`src/rtl/stk_mem_xfer.sv`:
```
// Stack/memory transfer unit: moves one word per command between the
// operand stack and data memory over a valid/ready command handshake.
// Ports:
//   clk, rstn                      clock, async active-low reset
//   en                             gates command acceptance
//   cmd_valid/cmd_ready            command handshake
//   cmd_op/cmd_addr/cmd_const      command fields
//   done, err, err_code            completion pulse and status
//   stk_push/pop, stk_data_in/out  stack side, stk_full/stk_empty flags
//   mem_r_en/w_en, mem_addr        memory strobes and address
//   mem_data_in/out                memory write and read data
module stk_mem_xfer #(
    parameter int ADDR_LEN   = 8,
    parameter int DATA_LEN   = 8,
    parameter int MEM_RD_LAT = 1
) (
    input  logic                clk,
    input  logic                rstn,
    input  logic                en,
    input  logic                cmd_valid,
    output logic                cmd_ready,
    input  logic [2:0]          cmd_op,
    input  logic [ADDR_LEN-1:0] cmd_addr,
    input  logic [DATA_LEN-1:0] cmd_const,
    output logic                done,
    output logic                err,
    output logic [1:0]          err_code,
    output logic                stk_push,
    output logic                stk_pop,
    output logic [DATA_LEN-1:0] stk_data_in,
    input  logic [DATA_LEN-1:0] stk_data_out,
    input  logic                stk_full,
    input  logic                stk_empty,
    output logic                mem_r_en,
    output logic                mem_w_en,
    output logic [ADDR_LEN-1:0] mem_addr,
    output logic [DATA_LEN-1:0] mem_data_in,
    input  logic [DATA_LEN-1:0] mem_data_out
);

    localparam int AW = (ADDR_LEN < DATA_LEN) ? ADDR_LEN : DATA_LEN;
    localparam int CW = (MEM_RD_LAT > 1) ? $clog2(MEM_RD_LAT) : 1;

    localparam logic [2:0] OP_NOP   = 3'b000;
    localparam logic [2:0] OP_PUSHC = 3'b001;
    localparam logic [2:0] OP_LOAD  = 3'b010;
    localparam logic [2:0] OP_STORE = 3'b011;
    localparam logic [2:0] OP_LDI   = 3'b100;
    localparam logic [2:0] OP_STI   = 3'b101;

    typedef enum logic [3:0] {
        S_IDLE, S_POP_A, S_ADDR, S_READ, S_WAIT,
        S_PUSH, S_POP_D, S_WRITE, S_DONE
    } state_t;

    state_t              state, state_d;
    logic [2:0]          op_q;
    logic [ADDR_LEN-1:0] addr_q, ea_q, top_ext;
    logic [DATA_LEN-1:0] const_q, data_q;
    logic [CW-1:0]       cnt_q;
    logic [1:0]          code_q, code_d;
    logic                accept, wait_last;

    assign accept    = (state == S_IDLE) && cmd_valid && en;
    assign wait_last = (cnt_q == CW'(MEM_RD_LAT - 1));

    // Low bits of the popped stack word, zero-extended to address width.
    always_comb begin
        top_ext = '0;
        top_ext[AW-1:0] = stk_data_out[AW-1:0];
    end

    always_ff @(posedge clk or negedge rstn) begin
        if (!rstn) state <= S_IDLE;
        else       state <= state_d;
    end

    always_comb begin
        state_d = state;
        code_d  = code_q;
        unique case (state)
            S_IDLE: begin
                if (accept) begin
                    code_d = 2'b00;
                    unique case (cmd_op)
                        OP_NOP:   state_d = S_DONE;
                        OP_PUSHC: state_d = S_PUSH;
                        OP_LOAD:  state_d = S_READ;
                        OP_STORE: state_d = S_POP_D;
                        OP_LDI,
                        OP_STI:   state_d = S_POP_A;
                        default: begin
                            state_d = S_DONE;
                            code_d  = 2'b11;
                        end
                    endcase
                end
            end
            S_POP_A, S_POP_D: begin
                if (stk_empty) begin
                    state_d = S_DONE;
                    code_d  = 2'b10;
                end else begin
                    state_d = (state == S_POP_A) ? S_ADDR : S_WRITE;
                end
            end
            S_ADDR: begin
                if (op_q == OP_LDI) begin
                    state_d = S_READ;
                end else if (stk_empty) begin
                    state_d = S_DONE;
                    code_d  = 2'b10;
                end else begin
                    state_d = S_WRITE;
                end
            end
            S_READ:  state_d = S_WAIT;
            S_WAIT:  if (wait_last) state_d = S_PUSH;
            S_PUSH: begin
                state_d = S_DONE;
                if (stk_full) code_d = 2'b01;
            end
            S_WRITE: state_d = S_DONE;
            S_DONE:  state_d = S_IDLE;
            default: state_d = S_IDLE;
        endcase
    end

    always_ff @(posedge clk or negedge rstn) begin
        if (!rstn) begin
            op_q    <= '0;
            addr_q  <= '0;
            const_q <= '0;
            ea_q    <= '0;
            data_q  <= '0;
            cnt_q   <= '0;
            code_q  <= '0;
        end else begin
            code_q <= code_d;
            if (accept) begin
                op_q    <= cmd_op;
                addr_q  <= cmd_addr;
                const_q <= cmd_const;
                ea_q    <= cmd_addr;
            end
            if (state == S_ADDR) ea_q <= top_ext + addr_q;
            if (state == S_READ) cnt_q <= '0;
            if (state == S_WAIT) begin
                cnt_q <= cnt_q + 1'b1;
                if (wait_last) data_q <= mem_data_out;
            end
        end
    end

    always_comb begin
        // rstn gating keeps cmd_ready low while reset is held in IDLE.
        cmd_ready   = rstn && (state == S_IDLE) && en;
        done        = (state == S_DONE);
        err         = |code_q;
        err_code    = code_q;
        stk_pop     = 1'b0;
        stk_push    = 1'b0;
        stk_data_in = '0;
        mem_r_en    = 1'b0;
        mem_w_en    = 1'b0;
        mem_addr    = '0;
        mem_data_in = '0;
        unique case (state)
            S_POP_A, S_POP_D: stk_pop = !stk_empty;
            S_ADDR:  stk_pop = (op_q == OP_STI) && !stk_empty;
            S_READ: begin
                mem_r_en = 1'b1;
                mem_addr = ea_q;
            end
            S_PUSH: begin
                stk_push = !stk_full;
                if (!stk_full)
                    stk_data_in = (op_q == OP_PUSHC) ? const_q : data_q;
            end
            S_WRITE: begin
                mem_w_en    = 1'b1;
                mem_addr    = ea_q;
                mem_data_in = stk_data_out;
            end
            default: ;
        endcase
    end

endmodule

```
`config.mk`:
```
export PLATFORM = sky130hd
export DESIGN_NAME = stk_mem_xfer
export DESIGN_NICKNAME = d
export VERILOG_FILES = /design/src/rtl/stk_mem_xfer.sv
export SDC_FILE = /design/constraint.sdc
export NUM_CORES = 1
export LEC_CHECK = 0
export ABC_AREA = 1
export CAP_MARGIN = 20
export CORE_AREA = 2 2 82 84
export CTS_BUF_LIST = sky130_fd_sc_hd__clkbuf_2 sky130_fd_sc_hd__clkbuf_4 sky130_fd_sc_hd__clkbuf_8
export DETAILED_ROUTE_END_ITERATION = 10
export DIE_AREA = 0 0 84 86
export PLACE_DENSITY = 0.82
export SETUP_SLACK_MARGIN = 0.2
export SYNTH_ARGS = -nofsm -noshare
export SYNTH_HDL_FRONTEND = slang
export SYNTH_SLANG_ARGS = --single-unit
```
`constraint.sdc`:
```
create_clock -name clk -period 1.7 [get_ports clk]
set_input_delay 0.34 -clock clk [delete_from_list [all_inputs] [get_ports clk]]
set_output_delay 0.34 -clock clk [all_outputs]
set_load 0.01 [all_outputs]
```
Word-level counts from Yosys, hierarchy flattened
Index checks and enable logic that the tools add are counted.

Logic and storage cells: 79. Register bits: 42. Bits of input ports: 41.

Muxes and demuxes: 27. Eq/ne operators: 20. Add/subtract/negate cells: 2. Bitwise logic cells: 1. Reduce and logical (&&, ||, !) cells: 21.

Operators by type and width (count): 8-bit 2-to-1 mux (7); 4-bit one-hot mux with 6 select lines (1); 4-bit 2-to-1 mux (5); 4-bit by 3-bit equality test with 1-bit output, second input constant (4); 4-bit one-hot mux with 4 select lines (1); 3-bit equality test, second input constant (4); 2-bit 2-to-1 mux (5); 2-bit OR reduction (5); 8-bit adder (1); 4-bit by 2-bit equality test with 1-bit output, second input constant (2); 2-bit != test, second input constant (4); 2-bit one-hot mux with 4 select lines (1); 3-bit by 1-bit equality test with 1-bit output, second input constant (2); 3-bit by 2-bit equality test with 1-bit output, second input constant (2); 6-bit OR reduction (1); 1-bit logical AND (5); 1-bit 2-to-1 mux (5); 4-bit by 1-bit equality test with 1-bit output, second input constant (1); 4-bit equality test, second input constant (1); 4-bit zero test (1); 2-bit AND reduction (2); 4-bit AND reduction (1); 2-bit nonzero test (2); 4-bit nonzero test (1); 6 further kinds (7).

Depth between registers and ports, before layout
Gate-level depths: netlist of run 1.

Word-level depth: 5. Gate-level depth with buffers: 10.

Worst setup path before layout of run 1
No wires, ideal clock.

Kind: input port to flip-flop. Start: in stk_data_out[0]. End: reg ea_q[6]. Required time: 1.583 ns. Stages: 9. Path buffers: 0. Arrival time: 1.452 ns. Slack: 0.130 ns. Cell sequence: ha_1 > inv_1 > fa_1 > o21ai_0 > nand2_1 > nand2_1 > nand2_1 > nand3_1 > nand2_1.

Word-level cells in the longest chain between the ends: 2.

Ends and longest elaborated chain: from (decl) (RTL line 31) `input logic [DATA_LEN-1:0] stk_data_out,`; 8-bit adder (RTL line 146) `if (state == S_ADDR) ea_q <= top_ext + addr_q;`; 8-bit 2-to-1 mux (RTL line 146); to (signal assigned) (RTL line 144) `ea_q <= cmd_addr;`; to (signal assigned) (RTL line 146); to (decl) (RTL line 58) `logic [ADDR_LEN-1:0] addr_q, ea_q, top_ext;`.

No other way between the ends. A chain may end at the register's enable or synchronous reset.

Final worst setup path of run 1
Start: reg state[1]. End: out stk_data_in[5].

Word-level cells in the longest chain between the ends: 2.

Ends and longest elaborated chain: from (decl) (RTL line 56) `state_t state, state_d;`; from (signal assigned) (RTL line 75) `else state <= state_d;`; 4-bit by 3-bit equality test with 1-bit output (RTL line 168) `unique case (state)`; 8-bit 2-to-1 mux (RTL line 168); to (decl) (RTL line 30) `output logic [DATA_LEN-1:0] stk_data_in,`.

No other way between the ends.

==> metrics.txt, run 1 <==
VDD IR max 1.263 mV; CP startpoint kind register; worst-path fanout max 3; Async SR Flop Fraction 100.0%; Post-Syn Area 2562 um2; DR WL/cell about 17 um; grt ovf 0; setup TNS -6609 ps; ys flop type dfrtp_1; commonest cells in the netlist nand2_1, inv_1, dfrtp_1; total CTS buffers 5; H-tree Lvls 2; first-pass GRT wire length between 10,000 and 15,000 um; failing checks negative setup slack; element type at the critical path end output pin; Max stage delay on crit path 470 ps; initial antenna violation count 0; top cells by area, synth dfrtp_1, nand2_1, inv_1; clock latency on the worst-skew pair roughly 300 ps; TritonRoute pass-1 iters 4; layout cells sized above 1 between 40% and 50%; Slew @ Worst Pin around 680 ps; Yosys top cell area share between 40% and 50%; Crit-path slowest cell dfrtp_2; dpl hpwl around 5300 um; largest net degree at the start of global routing 43; Final nets around 570; CP most frequent cell nor2_4; gpl congestion 0.9103; areal power density over the cells between 1500 and 2000 nW/um2; Worst Skew between 15 and 20 ps; Max Buffers Root-to-Sink 2; worst endpoint data arrival time ~1600 ps; Layout fillers about 400; hold crit path type input port to asynchronous set/reset pin; Crit path required time approximately 1400 ps; Post-DRT Antenna Nets 0; Placed Area about 3700 um2; Synth area leader dfrtp_1; gr usage total a little under a quarter; Iteration-0 DRC Markers between 200 and 250; Post-Syn Nets between 400 and 500; Ant. Diodes 0; Port Buffers 73; Worst Setup Slack, final -279.7 ps; number of global-route vias before repair ~3,000; CTS root buf clkbuf_8; clock tree from TritonCTS yes; cell area after layout approximately 4800 um2; EDFF count, synth 0; Die H 86 um; cell with the most instances after synthesis nand2_1; Achievable Freq 505.1 MHz; Syn Inst Count around 360; IO Pins 74; Tcrit/Tclk final 116.5%; Slew HR 54.29%; total number of vias 3,081; Tmin final between 1500 and 2000 ps; DIE AREA approximately 7200 um2; core area approximately 6300 um2; Leak Pwr approximately 2.5 nW; Max Cap Viol 0; # DRC 0; Slew Viols, Final 0; RSZ-0062 raised after global routing yes; Mapped Avg Cell Area 7.138 um2; Clock Sinks 42; DP Cell Count 550; register area share after synthesis 41.02%; post-route insts no fill ~600; cell chain of the critical path nor2_4, nand2_4, nor2_4, buf_6, o21ai_1, a21oi_1, buf_2; Routed WL ~10,000 um; die width 84 um; area grow syn2layout 87.70%; post-synth cell types 31; Synth Register Bits 42; # setup viols final 60; Initial Util between 40% and 50%; cts hold-fix bufs 0; Final Hold Vio Count 0; Crit Path Class register to output pin; vias per cell between 5 and 6; # rows 29; clock-pin slew of the registers on the worst-case setup and hold paths around 90 ps; status finished with violations; Yosys Warn Count 0
[power breakdown]
| part | internal, W | switching, W |
|---|---|---|
| sequential | 0.00147 | 0.000365 |
| clock | 0.000306 | 0.000368 |
| combinational | 0.00233 | 0.00261 |
[per-layer routing]
metal	up-vias	track usage, %	routed length (um)
met4	0	8.358	469
met5	-	0	0
met2	118	44.15	5437
li1	1443	-	-
met3	41	3.561	529
met1	1479	28.02	3868
[worst paths after layout]
kind / startpoint / endpoint / slack [ps] / cells past startpoint
hold / removal: rstn / err_code[1] / 120 / 2
min in group clk: const_q[6] / const_q[6] / 490 / 2
setup / recovery: state[1] / stk_data_in[5] / -280 / 7
max in group asynchronous: rstn / state[3] / 1160 / 2
hold reg to reg: const_q[6] / const_q[6] / 490 / 2
setup reg to reg: state[2] / ea_q[3] / -110 / 12
[worst max-delay path: cells and delay by family (launching register included)]
family / cells / cell delay, ps
flip-flops: 1 / 470
AND/OR/NAND/NOR: 3 / 430
AO/OA/AOI/OAI: 2 / 160
buffers and inverters: 2 / 280
[cell usage in the layout (no fill, tap or decap), drive strengths merged, types with 2 or more instances in the layout]
cell	instances
a21oi	23
buf	115
clkbuf	6
clkdlybuf4s50	37
clkinv	2
dfrtp	42
dlygate4sd2	3
ha	7
inv	57
nand2	121
nand3	21
nand3b	2
nand4	6
nor2	47
nor3	2
o21ai	20
[what timing repair did]
| item | in CTS | in global routing |
|---|---|---|
| endpoints found under the setup margin | 73 | 72 |
| pin swaps | 36 | 40 |
| cloned | 4 | 1 |
| gates resized for setup | 246 | 103 |
| setup buffers | 17 | 16 |
[final cells by class]
class                           count  area [um2]  area share (%)
Multi-Input combinational cell    256        1810           37.64
Timing Repair Buffer              156        1533           31.87
Sequential cell                    42        1054           21.90
Inverter                           57       226.5           4.709
Tap cell                           77       96.34           2.003
Clock buffer                        6       76.32           1.587
Clock inverter                      2       13.76          0.2862
[logic make-up (layout without fill, tap and decap cells)]
logic type               after synthesis  after routing  synth area share, %
AO/OA/AOI/OAI                         46             46                9.571
buffers and inverters                 63            221                10.55
flip-flops                            42             42                41.02
AND/OR/NAND/NOR                      198            200                33.98
XOR/XNOR                               2              2               0.6837
adder cells (fa/ha/maj)                8              8                4.199
[flip-flops by register name, summed over array words and instances, names as in the netlist]
register,cells
op_q,3
data_q,8
state,4
ea_q,8
addr_q,8
err_code,2
cnt_q,1
const_q,8
[metrics by stage]
stage | hold WS (ps) | setup slack [ps] | utilization, % | power (W)
3_3_place_gp | 452.5 | -425.2 | 59.00 | 0.004539
4_1_cts | 146.3 | -167.4 | 67.79 | 0.006235
5_1_grt | 172.9 | -322.3 | 76.62 | 0.007856
2_1_floorplan | 44.41 | 165.6 | - | 0.003444
6_report | 121.2 | -279.7 | 76.62 | 0.007447
3_5_place_dp | 462.5 | -482.7 | 59.00 | 0.004664
No activity file was read; power rests on OpenSTA's default activity.
==> run 2: changes to the inputs <==
--- a/config.mk
+++ b/config.mk
@@ -13,6 +13,7 @@
 export DIE_AREA = 0 0 84 86
 export PLACE_DENSITY = 0.82
 export SETUP_SLACK_MARGIN = 0.2
+export SLEW_MARGIN = 5
 export SYNTH_ARGS = -nofsm -noshare
 export SYNTH_HDL_FRONTEND = slang
 export SYNTH_SLANG_ARGS = --single-unit
==> results of run 2 <==
The final DEF is identical to that of run 1; final timing and power are the same.
==> run 3: changes to the inputs <==
--- a/config.mk
+++ b/config.mk
@@ -6,14 +6,14 @@
 export NUM_CORES = 1
 export LEC_CHECK = 0
 export ABC_AREA = 1
-export CAP_MARGIN = 20
+export CAP_MARGIN = 10
 export CORE_AREA = 2 2 82 84
 export CTS_BUF_LIST = sky130_fd_sc_hd__clkbuf_2 sky130_fd_sc_hd__clkbuf_4 sky130_fd_sc_hd__clkbuf_8
 export DETAILED_ROUTE_END_ITERATION = 10
 export DIE_AREA = 0 0 84 86
 export PLACE_DENSITY = 0.82
 export SETUP_SLACK_MARGIN = 0.2
-export SLEW_MARGIN = 5
+export SLEW_MARGIN = 0
 export SYNTH_ARGS = -nofsm -noshare
 export SYNTH_HDL_FRONTEND = slang
 export SYNTH_SLANG_ARGS = --single-unit
==> results of run 3 <==
The final DEF is identical to that of run 1; final timing and power are the same.
